**src/rtl/nv_nvdla_sdp_core_varpack.sv**
```systemverilog
// Serializes one IW-bit word into up to NSEG OW-bit segments, in LSB- or MSB-first order.
// Optional perf counters are built when NVDLA_SDP_VARPACK_PERF_EN is defined.
module nv_nvdla_sdp_core_varpack #(
  parameter  int IW   = 512,
  parameter  int OW   = 128,
  localparam int NSEG = IW / OW,
  localparam int CW   = (NSEG > 1) ? $clog2(NSEG) : 1
) (
  input  logic          nvdla_core_clk,
  input  logic          nvdla_core_rstn,
  input  logic          inp_pvld,
  output logic          inp_prdy,
  input  logic [IW-1:0] inp_data,
  input  logic [CW:0]   inp_nseg,
  input  logic          inp_msb_first,
  output logic          out_pvld,
  input  logic          out_prdy,
  output logic [OW-1:0] out_data,
  output logic [CW-1:0] out_idx,
  output logic          out_last
`ifdef NVDLA_SDP_VARPACK_PERF_EN
  ,
  input  logic          perf_clr,
  output logic [31:0]   perf_seg_cnt,
  output logic [31:0]   perf_stall_cnt
`endif
);

  if ((IW % OW) != 0 || !(NSEG == 1 || NSEG == 2 || NSEG == 4 || NSEG == 8 || NSEG == 16)) begin : g_cfg_err
    $error("varpack: IW must be OW times 1, 2, 4, 8 or 16");
  end

  localparam logic [CW:0] NSEG_W = (CW+1)'(NSEG);

  logic                     hold_vld_q;
  logic [NSEG-1:0][OW-1:0]  data_q;
  logic [CW:0]              nseg_q, nseg_d;
  logic                     msb_q;
  logic [CW-1:0]            cnt_q, cnt_d;
  logic [CW:0]              cnt_ext, last_cnt, idx_full;
  logic                     inp_acc, out_acc;

  // Out-of-range segment counts mean "whole word".
  always_comb begin
    nseg_d = inp_nseg;
    if (inp_nseg == '0 || inp_nseg > NSEG_W) nseg_d = NSEG_W;
  end

  assign cnt_ext  = {1'b0, cnt_q};
  assign last_cnt = nseg_q - (CW+1)'(1);
  assign idx_full = msb_q ? (last_cnt - cnt_ext) : cnt_ext;

  assign out_pvld = hold_vld_q;
  assign out_last = hold_vld_q & (cnt_ext == last_cnt);
  assign out_idx  = hold_vld_q ? idx_full[CW-1:0] : '0;
  assign out_data = hold_vld_q ? data_q[out_idx] : '0;

  // Refill on the last beat handshake so back-to-back words stream without a bubble.
  assign inp_prdy = ~hold_vld_q | (out_prdy & out_last);
  assign inp_acc  = inp_pvld & inp_prdy;
  assign out_acc  = hold_vld_q & out_prdy;

  always_comb begin
    cnt_d = cnt_q;
    if (inp_acc)      cnt_d = '0;
    else if (out_acc) cnt_d = out_last ? '0 : cnt_q + CW'(1);
  end

  always_ff @(posedge nvdla_core_clk) begin
    if (!nvdla_core_rstn) begin
      hold_vld_q <= 1'b0;
      cnt_q      <= '0;
      nseg_q     <= NSEG_W;
      msb_q      <= 1'b0;
    end else begin
      if (inp_prdy) hold_vld_q <= inp_pvld;
      if (inp_acc) begin
        nseg_q <= nseg_d;
        msb_q  <= inp_msb_first;
      end
      cnt_q <= cnt_d;
    end
  end

  // Payload carries no reset; it is only observed while hold_vld_q is set.
  always_ff @(posedge nvdla_core_clk) begin
    if (inp_acc) data_q <= inp_data;
  end

`ifdef NVDLA_SDP_VARPACK_PERF_EN
  logic [31:0] perf_seg_q, perf_stall_q;

  always_ff @(posedge nvdla_core_clk) begin
    if (!nvdla_core_rstn || perf_clr) begin
      perf_seg_q   <= '0;
      perf_stall_q <= '0;
    end else begin
      if (out_acc && perf_seg_q != '1) perf_seg_q <= perf_seg_q + 32'd1;
      if (hold_vld_q && !out_prdy && perf_stall_q != '1) perf_stall_q <= perf_stall_q + 32'd1;
    end
  end

  assign perf_seg_cnt   = perf_seg_q;
  assign perf_stall_cnt = perf_stall_q;
`endif

endmodule

```
**config.mk**
```make
export PLATFORM = sky130hd
export DESIGN_NAME = nv_nvdla_sdp_core_varpack
export DESIGN_NICKNAME = d
export VERILOG_FILES = /design/src/rtl/nv_nvdla_sdp_core_varpack.sv
export SDC_FILE = /design/constraint.sdc
export NUM_CORES = 1
export LEC_CHECK = 0
export CORE_AREA = 2 2 257 259
export DETAILED_ROUTE_END_ITERATION = 7
export DIE_AREA = 0 0 259 261
export PLACE_DENSITY = 0.58
export SKIP_CTS_REPAIR_TIMING = 1
export SLEW_MARGIN = 20
export SYNTH_ARGS = -nofsm -noshare
export SYNTH_HDL_FRONTEND = slang
export SYNTH_SLANG_ARGS = --single-unit
export TNS_END_PERCENT = 1
```
**constraint.sdc**
```tcl
create_clock -name nvdla_core_clk -period 17.42 [get_ports nvdla_core_clk]
set_input_delay 2.613 -clock nvdla_core_clk [delete_from_list [all_inputs] [get_ports nvdla_core_clk]]
set_output_delay 2.613 -clock nvdla_core_clk [all_outputs]
set_load 0.005 [all_outputs]
```
==> results of run 1 <==
-- layer usage --
metal	GRT usage [%]	vias up	wire [µm]
met4	5.49	8	1430
met3	5.39	101	4750
li1	-	5451	-
met1	16.7	5625	19800
met2	27.9	433	28900
met5	0	-	60
-- flip-flops by register name (all words and copies together) (netlist names) --
name and flops:
cnt_q 2, data_q 512, msb_q 1, nseg_q 3
out_pvld 1
-- placed cells by master, fill, tap and decap left out, drive strengths merged, types with 2 or more instances in the layout --
| master | instances |
|---|---|
| nor2 | 2 |
| edfxtp | 512 |
| clkinv | 22 |
| clkinvlp | 5 |
| xnor2 | 2 |
| clkdlybuf4s50 | 652 |
| bufinv | 2 |
| o22ai | 128 |
| o21ai | 2 |
| mux2i | 261 |
| nor2b | 4 |
| diode | 9 |
| ha | 3 |
| dfxtp | 7 |
| inv | 7 |
| buf | 11 |
| clkbuf | 78 |
| and2 | 2 |
| nand2 | 11 |
-- kinds of logic after synthesis --
group,Yosys count
AOI/OAI and AO/OA,135
adders and majority gates,3
and+or+nand+nor,26
muxes,262
xor gates and xnor gates,3
buffers and inverters,64
DFF,519
-- cell type report --
type,instances,share of cell area (%)
Sequential cell,519,54.0
Timing Repair Buffer,663,23.1
Multi-Input combinational cell,429,12.9
Clock buffer,78,5.38
Tap cell,864,3.76
Clock inverter,29,0.692
Inverter,7,0.135
Antenna cell,9,0.0783
-- critical path: cells and delay by family, from the launching register on --
kind,cells,cell delay (ps)
buffers and inverters,4,2900
AOI/OAI and AO/OA,2,390
DFF,1,370
adders and majority gates,1,320
muxes,1,190
and+or+nand+nor,1,90
-- worst paths after layout --
| path | from | slack, ps | end |
|---|---|---|---|
| hold / removal | nseg_q[1]$_SDFFE_PN0P_ | 470 | nseg_q[1]$_SDFFE_PN0P_ |
| hold reg to reg | nseg_q[1]$_SDFFE_PN0P_ | 470 | nseg_q[1]$_SDFFE_PN0P_ |
| setup / recovery | cnt_q[0]$_SDFFE_PP0P_ | 9750 | out_data[40] |
| setup reg to reg | nseg_q[0]$_SDFFE_PN0P_ | 13960 | data_q[84]$_DFFE_PP_ |
-- where the power goes --
group / total [mW] / switching (mW) / leakage, nW / internal (mW)
sequential: 1.48 / 0.0200 / 4.94 / 1.46
clock: 1.13 / 0.486 / 0.835 / 0.649
combinational: 0.360 / 0.148 / 5.06 / 0.211
total: 2.98 / 0.654 / 10.8 / 2.32
-- metrics by stage --
step / cell area [µm²] / util, %
finish: 28800 / 44.2
detailed placement: 27000 / 41.5
global placement: 27000 / 41.5
global route: 28800 / 44.2
floorplan: 19600 / -
CTS: 28700 / 44.2
==> results_dict.tcl, run 1 <==
set metrics [dict create \
    outcome "finished, final reports clean" \
    clk-insertion-delay-late_ps 590 \
    wl_um 54900 \
    fin_crit_ps 7670 \
    vias 11618 \
    cts_root_buf "clkbuf_16" \
    synth_area_per_cell_um2 19.4 \
    cpPeakStageDelay_ps 880 \
    cts.clk_slew.worst_paths_ps 60 \
    ios 653 \
    fin_setup_tns_ps 0 \
    htreeDepth 2 \
    grt_usage_pct 15.5 \
    ff_latch_area_mm2 0.0155 \
    r2r_cells 7 \
    p_per_area_mw_per_mm2 103 \
    ys_ff_latch 519 \
    cpMostUsedCell "buf_4" \
    synth_nets 1535 \
    max-slew-margin-rel_pct 26.8 \
    synth_area_leaders "edfxtp_1, mux2i_1, o22ai_1" \
    hpwlAfterDp_um 38100 \
    finalHoldViolCount 0 \
    synth_cell_type_count 32 \
    crit_path_start_kind "flip-flop" \
    drt-initial-drc-count 800 \
    dp_cells 2482 \
    rows 94 \
    dieWidth_um 259 \
    clk_path_buf_depth 3 \
    synth_adder_area_share_pct 0.191 \
    coreArea_mm2 0.0650 \
    synth_area_mm2 0.0196 \
    cts_buffers 57 \
    drive_gt1_share_pct 5.45 \
    fp.dieH_um 261 \
    port_buffers 652 \
    critical_path_arrival_ps 5060 \
    worst-path-max-fanout 56 \
    multiInputGateArea_mm2 0.00372 \
    synth_simple_gate_area_share_pct 0.676 \
    synth_seq_area_share_pct 79.1 \
    cp_cell_sequence "ha_1, nand2_1, o21ai_4, buf_4, buf_4, buf_4, mux2i_1, o22ai_1, clkdlybuf4s50_1" \
    worst_pin_slew_ps 1100 \
    synthArstFlopShare_pct 0 \
    synth_compound_area_share_pct 4.41 \
    routabilityCongestion 0.810 \
    synth_xor_area_share_pct 0.134 \
    setup_violations 0 \
    fin_ws_ps 9750 \
    finalPower_mw 2.98 \
    synth_most_common_cell "edfxtp_1" \
    critPathCaptureType "output port" \
    cts_tree "built" \
    grt_max_degree 181 \
    max-cap-violations 0 \
    synth_warnings 0 \
    synthCells 1012 \
    grt_pass1_wl_um 77700 \
    period_share_pct 44.0 \
    cts_num_sinks 519 \
    antenna_found_initial 13 \
    rsz0062_at_grt "no" \
    whs_ps 469 \
    worstHoldPathCells 2 \
    drv_slew 0 \
    dieArea_mm2 0.0676 \
    drtPass1Iterations 5 \
    drcViolationCount 0 \
    synth_top_family_by_area "multiplexers" \
    ant_nets 0 \
    fmax_mhz 130 \
    hold_class "reg2reg" \
    netlist.area_leader.share_pct 78.4 \
    ys.flop_type "edfxtp_1" \
    wl_per_cell_um 21.1 \
    fin_worst_skew_ps 16.9 \
    path_class "reg2out" \
    vdd_drop_max_v 0.0000943 \
    ys_top_cells_by_count "edfxtp_1, mux2i_1, o22ai_1, buf_2, buf_4" \
    n_fill_cell 5674 \
    worstPathRequired_ps 14810 \
    syn_to_final_growth_pct 46.6 \
    synth_edf_count 512 \
    worst_path_max_delay_cell "buf_4" \
    final_cells 2598 \
    p_leak_nw 10.8 \
    synth_top_area_cell "edfxtp_1" \
    start_util_pct 30.2 \
    grt_overflow_total 0 \
    grt_pass1_vias 12349 \
    place_ws_ps 10360 \
    finish.net_count 2200 \
    drt-vias-per-instance 4.47 \
    synth_mux_area_share_pct 13.4 \
]
No activity file was read; power rests on OpenSTA's default activity.
==> inputs of run 2 (changes only) <==
clock period = 7.98 ns   (was 17.42 ns; I/O delays follow)
==> results_dict.tcl, run 2 (synthesized netlist as in run 1, its figures left out) <==
set metrics [dict create \
    outcome "finished, final reports clean" \
    port_buffers 652 \
    grt_overflow_total 0 \
    fin_crit_ps 5080 \
    ant_nets 0 \
    fmax_mhz 197 \
    critical_path_arrival_ps 3880 \
    antenna_found_initial 6 \
    max-cap-violations 0 \
    ff2ff_setup_slack_ps 4490 \
    cpPeakStageDelay_ps 560 \
    finalHoldViolCount 0 \
    r2r_cells 8 \
    p_leak_nw 10.9 \
    grt_pass1_vias 12008 \
    grt_pass1_wl_um 75100 \
    fp.dieH_um 261 \
    finish.net_count 2200 \
    reg.largest.list "data_q x512, nseg_q x3, cnt_q x2" \
    clk-insertion-delay-late_ps 590 \
    finalPower_mw 6.54 \
    coreArea_mm2 0.0650 \
    routabilityCongestion 0.783 \
    clk_path_buf_depth 3 \
    crit_path_start_kind "flip-flop" \
    worstHoldPathCells 2 \
    period_share_pct 63.6 \
    worst-path-max-fanout 125 \
    grt_usage_pct 14.9 \
    min-delay-start "nseg_q[0]$_SDFFE_PN0P_" \
    setup_violations 0 \
    hold_class "reg2reg" \
    reg2reg_to "data_q[329]$_DFFE_PP_" \
    critPathCaptureType "output port" \
    drt-vias-per-instance 4.50 \
    cts_num_sinks 519 \
    regMostFlops "data_q" \
    cp_cell_sequence "ha_1, nand2_1, o21ai_4, buf_4, buf_12, mux2i_1, o22ai_1, clkdlybuf4s50_1" \
    vdd_drop_max_v 0.000166 \
    hpwlAfterDp_um 36000 \
    wl_per_cell_um 20.6 \
    wl_um 53300 \
    layout.cells.most_common "clkdlybuf4s50_1" \
    postLayoutCellArea_mm2 0.0289 \
    n_fill_cell 5703 \
    drv_slew 0 \
    place_ws_ps 3070 \
    cp_top_family "buffers and inverters" \
    htreeDepth 2 \
    p_per_area_mw_per_mm2 227 \
    worst_path_max_delay_cell "buf_12" \
    dieArea_mm2 0.0676 \
    path_class "reg2out" \
    drive_gt1_share_pct 5.98 \
    drcViolationCount 0 \
    cts_root_buf "clkbuf_16" \
    rsz0062_at_grt "no" \
    worst_pin_slew_ps 1190 \
    vias 11643 \
    place_area_mm2 0.0270 \
    drtPass1Iterations 4 \
    start_util_pct 30.2 \
    final_cell_mix "clkdlybuf4s50_1, edfxtp_1, mux2i_1, o22ai_1, clkbuf_16" \
    path_buf_inv 3 \
    grt_max_degree 197 \
    cts.clk_slew.worst_paths_ps 60 \
    worstSetupPathDepth 8 \
    largest_reg_flops 512 \
    dieWidth_um 259 \
    rows 94 \
    drt-initial-drc-count 726 \
    cts_tree "built" \
    fin_ws_ps 2900 \
    cts_buffers 56 \
    ios 653 \
    syn_to_final_growth_pct 47.1 \
    worstPathRequired_ps 6780 \
    fin_setup_tns_ps 0 \
    whs_endpoint "nseg_q[0]$_SDFFE_PN0P_" \
    max-slew-margin-rel_pct 20.4 \
    reg2reg_from "nseg_q[0]$_SDFFE_PN0P_" \
    fin_worst_skew_ps 10.0 \
]
## run 2: per-stage QoR
stage,hold slack [ps],instances,util [%]
floorplan,438,1012,-
global placement,459,2481,41.6
detailed placement,492,2481,41.6
CTS,502,2584,44.3
global route,520,2587,44.4
finish,491,2587,44.4
## run 2: how the worst max path moves through the flow
stage	from	to	slack, ps
after floorplan	inp_pvld	data_q[0]$_DFFE_PP_	-1690
after global placement	inp_pvld	data_q[96]$_DFFE_PP_	3140
after detailed placement	inp_pvld	data_q[328]$_DFFE_PP_	3070
after CTS	cnt_q[0]$_SDFFE_PP0P_	out_data[56]	2840
after global routing	cnt_q[0]$_SDFFE_PP0P_	out_data[56]	2780
final	cnt_q[0]$_SDFFE_PP0P_	out_data[56]	2900
## run 2: worst reg2reg max path, delay by kind of cell, from the launching register on
family                     cells  cell delay, ps
buffers and inverters          4            1820
DFF                            1             350
adders and majority gates      1             320
and+or+nand+nor                1             280
AOI/OAI and AO/OA              1             160
xor gates and xnor gates       1             140
## run 2: cell type report
cell class              count  area (µm²)  share of cell area [%]
repair buffers            664        6720                    23.3
multi-input cells         429        3720                    12.9
clock buffers              67        1460                    5.07
clock inverters            36         312                    1.08
well taps                 864        1080                    3.75
diodes                      1        2.50                 0.00867
inverters                   7        42.5                   0.147
flip-flops and latches    519       15500                    53.8
## run 2: routing by layer
layer / share of wire [%] / up-vias / wire [µm] / track usage (%)
met5: 0.11 / - / 57 / 0
li1: - / 5439 / - / -
met2: 53 / 415 / 28100 / 27.4
met4: 2.2 / 10 / 1150 / 4.03
met1: 36 / 5696 / 19300 / 16.1
met3: 8.8 / 83 / 4690 / 5.39
## run 2: report_power, final
part | switching (mW) | internal [mW] | total [mW]
Clock | 1.06 | 1.47 | 2.52
Sequential | 0.0423 | 3.19 | 3.23
Combinational | 0.322 | 0.469 | 0.791
==> inputs of run 3 (changes only) <==
PLACE_DENSITY = 0.6   (was 0.58)
clock period = 4.6 ns   (was 7.98 ns; I/O delays follow)
==> results_dict.tcl, run 3 (synthesized netlist as in run 1, its figures left out) <==
set metrics [dict create \
    antenna_found_initial 5 \
    final_cell_mix "clkdlybuf4s50_1, edfxtp_1, mux2i_1, o22ai_1, clkbuf_16" \
    fp.dieH_um 261 \
    worst_pin_slew_ps 829 \
    fin_ws_ps 555 \
    p_leak_nw 10.9 \
    crit_path_start_kind "flip-flop" \
    hpwlAfterDp_um 38900 \
    coreArea_mm2 0.0650 \
    finish.net_count 2217 \
    dieArea_mm2 0.0676 \
    whs_endpoint "nseg_q[1]$_SDFFE_PN0P_" \
    fmax_mhz 247 \
    htreeDepth 2 \
    vias 11833 \
    layout.cells.most_common "clkdlybuf4s50_1" \
    critical_path_arrival_ps 3360 \
    p_clk_share_pct 37.9 \
    grt_pass1_wl_um 77800 \
    max-cap-violations 0 \
    cts_tree "built" \
    path_class "reg2out" \
    port_buffers 652 \
    drt-vias-per-instance 4.54 \
    rsz0062_at_grt "no" \
    worstHoldPathCells 2 \
    vdd_drop_max_v 0.000250 \
    fin_crit_ps 4050 \
    place_ws_ps 1170 \
    fin_worst_skew_ps 16.9 \
    fin_setup_tns_ps 0 \
    setup_violations 0 \
    sw_frac_of_total_pct 21.8 \
    cts_num_sinks 519 \
    period_share_pct 87.9 \
    grt_max_degree 136 \
    ant_nets 0 \
    ff2ff_setup_slack_ps 1950 \
    whs_ps 473 \
    grt_pass1_vias 12486 \
    grt_overflow_total 0 \
    syn_to_final_growth_pct 47.7 \
    regMostFlops "data_q" \
    drive_gt1_share_pct 6.68 \
    grt_usage_pct 15.4 \
    finalPower_mw 11.3 \
    drv_slew 0 \
    place_area_mm2 0.0272 \
    reg2reg_to "data_q[233]$_DFFE_PP_" \
    clk_path_buf_depth 3 \
    dieWidth_um 259 \
    drt-initial-drc-count 812 \
    reg.largest.list "data_q x512, nseg_q x3, cnt_q x2" \
    p_comb_share_pct 12.4 \
    wl_um 54900 \
    worst-path-max-fanout 45 \
    critPathCaptureType "output port" \
    rows 94 \
    min-delay-start "nseg_q[1]$_SDFFE_PN0P_" \
    reg2reg_from "nseg_q[0]$_SDFFE_PN0P_" \
    cts_root_buf "clkbuf_16" \
    outcome "finished, final reports clean" \
    seq_power_share_pct 49.7 \
    routabilityCongestion 0.827 \
    r2r_cells 8 \
    start_util_pct 30.2 \
    worstPathRequired_ps 3910 \
    n_fill_cell 5674 \
    clk-insertion-delay-late_ps 580 \
    final_cells 2605 \
    ios 653 \
    max-slew-margin-rel_pct 44.7 \
    p_per_area_mw_per_mm2 390 \
    drtPass1Iterations 4 \
    dp_cells 2501 \
    p_sw_mw 2.46 \
    cts.clk_slew.worst_paths_ps 60 \
    cts_buffers 55 \
    intPower_mw 8.83 \
    wl_per_cell_um 21.1 \
    postLayoutCellArea_mm2 0.0290 \
    finalHoldViolCount 0 \
    hold_class "reg2reg" \
    final_util_pct 44.5 \
    largest_reg_flops 512 \
    drcViolationCount 0 \
]
==> run 3: cell count changes in the layout (fill, tap and decap cells not counted), sizes merged <==
cell / before / now
buf: 12 / 30
clkinv: 25 / 24
bufinv: 5 / 4
diode: 1 / 5
clkbuf: 67 / 65
==> run 3: power groups by stage <==
stage	Sequential (mW)	Clock (mW)	Combinational [mW]
floorplan	5.76	0	0.579
global placement	5.71	0	1.39
detailed placement	5.72	0	1.41
CTS	5.62	4.41	1.41
global route	5.64	4.57	1.49
finish	5.61	4.28	1.40
==> run 3: worst max path at each step <==
stage	from	to	cells after the start	slack (ps)
after floorplan	nseg_q[1]$_SDFFE_PN0P_	data_q[0]$_DFFE_PP_	6	-4680
after global placement	cnt_q[0]$_SDFFE_PP0P_	out_data[34]	8	1200
after detailed placement	cnt_q[0]$_SDFFE_PP0P_	out_data[34]	8	1170
after CTS	cnt_q[0]$_SDFFE_PP0P_	out_data[34]	8	500
after global routing	cnt_q[0]$_SDFFE_PP0P_	out_data[79]	8	420
final	cnt_q[0]$_SDFFE_PP0P_	out_data[26]	8	550
==> run 3: area by class of cell <==
cell class / instances / area, µm² / share of cell area [%]
well taps: 864 / 1080 / 3.73
clock inverters: 34 / 273 / 0.942
flip-flops and latches: 519 / 15500 / 53.6
multi-input cells: 429 / 3730 / 12.9
clock buffers: 65 / 1460 / 5.03
inverters: 7 / 30.0 / 0.104
repair buffers: 682 / 6860 / 23.7
diodes: 5 / 12.5 / 0.0432
==> run 3: worst max-delay path, cell delays in order, from the launching register on <==
cell and delay [ps]:
dfxtp_1 380, ha_1 320, nand2_1 100, o21ai_4 290, buf_12 310, buf_12 340, mux2i_1 130, o22ai_1 250
clkdlybuf4s50_1 580
==> run 3: per-layer routing <==
metal / track usage, % / wire length [µm] / vias to the layer above
met5: 0 / 25 / -
met4: 5.96 / 1630 / 4
met3: 5.00 / 4710 / 89
met2: 27.1 / 28100 / 453
met1: 17.5 / 20400 / 5824
li1: - / - / 5463
